[src/rtl/ring_state_fsm.sv]
// Parametrised N-state ring sequencer: steps up or down on `in`, with wrap or
// saturate at the ends, synchronous load, illegal-state recovery and a lap counter.
module ring_state_fsm #(
  parameter int NUM_STATES = 3,
  parameter int STATE_W    = 2,
  parameter int CNT_W      = 8
) (
  input  logic               clk,
  input  logic               rst,
  input  logic               in,
  input  logic               dir,
  input  logic               mode,
  input  logic               load,
  input  logic [STATE_W-1:0] load_state,
  output logic [STATE_W-1:0] state,
  output logic               wrap,
  output logic               at_first,
  output logic               at_last,
  output logic [CNT_W-1:0]   lap_count,
  output logic               illegal_seen
);

  localparam logic [STATE_W-1:0] FIRST = '0;
  localparam logic [STATE_W-1:0] LAST  = STATE_W'(NUM_STATES - 1);

  // One extra bit so the compare still works when NUM_STATES == 2**STATE_W.
  function automatic logic is_legal(input logic [STATE_W-1:0] v);
    return {1'b0, v} < (STATE_W + 1)'(NUM_STATES);
  endfunction

  function automatic logic [CNT_W-1:0] sat_inc(input logic [CNT_W-1:0] v);
    return (v == '1) ? v : v + CNT_W'(1);
  endfunction

  logic [STATE_W-1:0] nxt_state;
  logic               wrap_ev;
  logic               ill_ev;

  always_comb begin
    nxt_state = state;
    wrap_ev   = 1'b0;
    ill_ev    = 1'b0;
    if (load) begin
      if (is_legal(load_state)) begin
        nxt_state = load_state;
      end else begin
        nxt_state = FIRST;
        ill_ev    = 1'b1;
      end
    end else if (!is_legal(state)) begin
      nxt_state = FIRST;
      ill_ev    = 1'b1;
    end else if (in) begin
      if (!dir) begin
        if (state == LAST) begin
          if (!mode) begin
            nxt_state = FIRST;
            wrap_ev   = 1'b1;
          end
        end else begin
          nxt_state = state + STATE_W'(1);
        end
      end else begin
        if (state == FIRST) begin
          if (!mode) begin
            nxt_state = LAST;
            wrap_ev   = 1'b1;
          end
        end else begin
          nxt_state = state - STATE_W'(1);
        end
      end
    end
  end

  always_ff @(posedge clk) begin
    if (rst) begin
      state        <= FIRST;
      wrap         <= 1'b0;
      lap_count    <= '0;
      illegal_seen <= 1'b0;
    end else begin
      state <= nxt_state;
      wrap  <= wrap_ev;
      if (wrap_ev) lap_count <= sat_inc(lap_count);
      if (ill_ev) illegal_seen <= 1'b1;
    end
  end

  // Illegal encodings are neither first nor last because LAST is always legal.
  assign at_first = (state == FIRST);
  assign at_last  = (state == LAST);

endmodule

[config.mk]
export PLATFORM = sky130hd
export DESIGN_NAME = ring_state_fsm
export DESIGN_NICKNAME = d
export VERILOG_FILES = /design/src/rtl/ring_state_fsm.sv
export SDC_FILE = /design/constraint.sdc
export NUM_CORES = 1
export LEC_CHECK = 0
export BUFFER_PORTS_ARGS = -buffer_cell sky130_fd_sc_hd__buf_2
export CORE_UTILIZATION = 30
export DETAILED_ROUTE_END_ITERATION = 10
export GPL_TIMING_DRIVEN = 0
export PLACE_DENSITY = 0.54
export REMOVE_ABC_BUFFERS = 1
export SETUP_SLACK_MARGIN = 0.2
export SLEW_MARGIN = 20
export SYNTH_ARGS = -nofsm -noshare
export SYNTH_HDL_FRONTEND = slang
export SYNTH_SLANG_ARGS = --single-unit
[constraint.sdc]
create_clock -name clk -period 4 [get_ports clk]
set_input_delay 0.8 -clock clk [delete_from_list [all_inputs] [get_ports clk]]
set_output_delay 0.8 -clock clk [all_outputs]
set_load 0.02 [all_outputs]
# Word level (Yosys, flattened, before mapping)
# Index checks and enable logic that the tools add are counted.
# word_totals
register_bits	12
word_cells	37
# classes
add_sub_neg	3
magnitude_cmp	2
eq_ne	5
muxes	19
n_bitwise	1
n_reduce_logical	3
# ops
operator	n
2-bit 2-to-1 mux	9
1-bit 2-to-1 mux	10
5-bit inequality test, second input constant	2
8-bit by 1-bit adder with 8-bit output, second input constant	1
8-bit == test, second input constant	1
2-bit less-than comparator, second input constant	2
3-bit inequality test, second input constant	1
3-bit AND reduction	1
2-bit by 1-bit adder with 2-bit output, second input constant	1
2-bit == test, second input constant	1
2-bit zero test	1
2-bit AND reduction	1
2-bit by 1-bit subtractor with 2-bit output, second input constant	1
1-bit inverter	1

# Depth between registers and ports, before layout
# depth
depth_word	7
mapped_depth	7
depth_no_buf	6

# Worst setup path before layout
# No wires, ideal clock.
# synth_path
path_type	input port to flip-flop
start	input load
end	register lap_count[4]
setup_ns	0.071
arrival_ns	1.935
path_slack_ns	1.995
cell_stages	5
path_buffers	1
path_cell_list	nor4b_4 > nand2_2 > buf_6 > or4_1 > a21oi_1
# synth_via
elab_chain_cells	2
# synth_rtl
item	line	text
start, declared	13	input logic load,
1-bit 2-to-1 mux	43	if (load) begin
2-bit AND reduction (no source line)	--	
end signal, assigned	85	if (wrap_ev) lap_count <= sat_inc(lap_count);
end, declared	19	output logic [CNT_W-1:0] lap_count,
# No other way between the ends.
# A chain may end at the register's enable or synchronous reset.

# Worst setup path after layout
# layout_path
start	register state[0]
end	output at_first
# layout_via
elab_chain_cells	1
# layout_rtl
item	line	text
start, declared	15	output logic [STATE_W-1:0] state,
start signal, assigned	83	state <= nxt_state;
2-bit zero test	91	assign at_first = (state == FIRST);
end, declared	17	output logic at_first,
# No other way between the ends.

==> flow_summary.yaml <==
global_route:
  grt_pass1_wl_um: 2660
  grt_usage: 0.135
  grt_max_degree: 15
  antenna_found_initial: 0
  grt_pass1_vias: 587
  grt-ovfl-total: 0
timing:
  fin_crit_ns: 1.96
  finalCritPeriodShare: 0.490
  fmaxAchievable_mhz: 510
  slew_headroom: 0.788
  tightest_slew_ns: 0.315
  skew_ns: 0.00161
  maxSlewViolCount: 0
  rsz0062_at_grt: "no"
  finalSetupTns_ns: 0
  setup_viol: 0
  hold_violations: 0
setup_path:
  worstPathCellList: "inv_1, ha_1, buf_2"
  crit_fanout: 5
  cpPeakStageDelay_ns: 0.38
  worst_setup_path_start_kind: "flip-flop"
  critPathArrivalTime_ns: 1.16
  critPathKind: "flip-flop to primary output"
  endpoint_kind: "primary output"
  crit_slowest_cell: "dfxtp_1"
  cp.required_ns: 3.20
layout:
  fin_util: 0.392
  fin_area_um2: 876
  area_delta_synth_final_pct: 22.0
  diodes: 0
  nets: 119
  drive_above_1_share: 0.320
floorplan:
  die_h_um: 50.9
  ios: 22
  die_w_um: 50.9
  coreArea_um2: 2230
  num_rows: 17
  dieArea_um2: 2590
  initial_utilization: 0.322
outcome:
  outcome: "completed"
clocking:
  cts_setup_buffers: 0
  cts_buffer_depth: 2
  root_buffer: "clkbuf_4"
  holdBufCountCts: 0
  clk_pin_slew_ns: 0.08
  clock-sinks: 12
  cts_resized: 0
  tritoncts: "yes"
  insertion_delay_ns: 0.27
  htree_num_levels: 1
  numCtsBuffers: 3
place:
  io_buffers: 21
  place_area_um2: 840
  routabilityCongestion: 0.734
  hpwlAfterDp_um: 1090
drt:
  ant_nets: 0
  vias_per_cell: 5.09
  num_vias: 667
  drt_iter0_drc: 5
  drtPass1Iterations: 5
  drc: 0
  routed_wl_um: 1510
  avgRoutedWirePerCell_um: 11.5
pwr:
  power_density_nw_per_um2: 306
  intPower_mw: 0.196
  swShare: 0.269
  seqPwrFrac: 0.468
  irDropWorstVdd_v: 0.000112
  power_switching_mw: 0.0722
  clock_power_share: 0.365
  combPwrFrac: 0.167
  leakage_nw: 0.364
synth:
  synth_cell_types: 28
  yosys_warnings: 0
  yosysSeqAreaShare: 0.334
  synth_area_per_cell_um2: 8.87
  synthCells: 81
  ys_seq_elements: 12
  syn_area_um2: 718
job:
  cap_violations: 0
min_path:
  hold_class: "flip-flop to flip-flop"
## cell usage after synthesis
cell type / count / area share
dfxtp_1: 12 / 0.33
a21oi_1: 8 / 0.056
ha_1: 7 / 0.12
nor2_1: 7 / 0.037
inv_1: 5 / 0.026
nand2_1: 5 / 0.026
mux2_2: 4 / 0.063
o31ai_1: 4 / 0.042
nand3_1: 3 / 0.021
or4_1: 3 / 0.031
and4_1: 2 / 0.024
clkbuf_1: 2 / 0.010
nand4_1: 2 / 0.017
nor3_1: 2 / 0.014
o21ai_0: 2 / 0.014
a211oi_1: 1 / 0.010
a21boi_0: 1 / 0.010
a2bb2oi_1: 1 / 0.012
buf_6: 1 / 0.016
nand2_2: 1 / 0.0087
nand3b_1: 1 / 0.010
nor4_1: 1 / 0.0087
nor4b_4: 1 / 0.033
o211ai_1: 1 / 0.010
o21a_1: 1 / 0.010
or3_1: 1 / 0.0087
or3_2: 1 / 0.010
or3b_2: 1 / 0.012
## worst paths after layout
check             slack [ns]                 startpoint  depth (start not counted)                         to
setup / recovery        2.04      state[0]$_SDFFE_PP0P_                          3                   at_first
hold / removal          0.48  illegal_seen$_SDFFE_PP0P_                          2  illegal_seen$_SDFFE_PP0P_
setup reg to reg        2.15      state[1]$_SDFFE_PP0P_                          5  lap_count[3]$_SDFFE_PP0P_
hold reg to reg         0.48  illegal_seen$_SDFFE_PP0P_                          2  illegal_seen$_SDFFE_PP0P_
## final cells by class
type                       count  area, um^2
clock buffer                   4        36.3
sequential                    12         240
tap                           28        35.0
multi-input combinational     61         440
fill                         232        1360
timing repair buffer          21         105
inverter                       5        18.8
## flip-flops by register name, summed over array words and instances, names as in the netlist
register,count
lap_count,8
wrap,1
state,2
illegal_seen,1
## worst max-delay path: cells and delay by family, from the launching register on
family | cells | cell delay (ns)
buffers and inverters | 2 | 0.29
adder cells (fa/ha/maj) | 1 | 0.22
flip-flops | 1 | 0.38
## cells in the final DEF (no fill, tap or decap)
cell       instances
a21boi_0           1
clkbuf_4           3
or4_1              3
buf_2             21
nand3_1            3
ha_1               7
and4_1             2
a211oi_1           1
clkbuf_8           1
o21ai_0            2
a21oi_1            8
o211ai_1           1
nand3b_1           1
nand2_1            5
nand2_2            1
nand4_1            2
inv_1              5
mux2_2             4
o31ai_1            4
a2bb2oi_1          1
o21a_1             1
nor4_1             1
nor3_1             2
or3_2              1
dfxtp_1           12
nor4b_4            1
or3_1              1
or3b_2             1
nor2_1             7
## cell families (layout without fill, tap and decap cells)
| group | Yosys count | after routing | synth area share |
|---|---|---|---|
| simple gates | 31 | 31 | 0.263 |
| compound gates | 19 | 19 | 0.166 |
| flops | 12 | 12 | 0.334 |
| buf+inv | 8 | 30 | 0.0523 |
| fa+ha+maj | 7 | 7 | 0.122 |
| mux | 4 | 4 | 0.0627 |
## layer usage
| layer | global-route usage | share of wire | up-vias |
|---|---|---|---|
| met4 | 0.0556 | 0.0080 | 0 |
| met1 | 0.180 | 0.51 | 310 |
| met3 | 0.0357 | 0.031 | 2 |
| met5 | 0 | 0 | - |
| li1 | - | - | 342 |
| met2 | 0.204 | 0.45 | 13 |
## stage by stage
stage               hold WS, ns  setup WS [ns]  power, mW  instances
finish                    0.480           2.04      0.268        131
global route              0.522           1.92      0.287        131
CTS                       0.487           2.03      0.274        131
detailed placement        0.464           1.80      0.174        127
global placement          0.453           1.80      0.173        127
floorplan                 0.553           2.05      0.157         78
## power by group through the flow
stage | clock network, mW | registers [mW] | logic, mW
4_1_cts | 0.103 | 0.126 | 0.0452
3_3_place_gp | 0 | 0.129 | 0.0440
5_1_grt | 0.110 | 0.126 | 0.0502
2_1_floorplan | 0 | 0.132 | 0.0253
6_report | 0.0979 | 0.126 | 0.0448
3_5_place_dp | 0 | 0.129 | 0.0450
(Power assumes the default switching activity.)
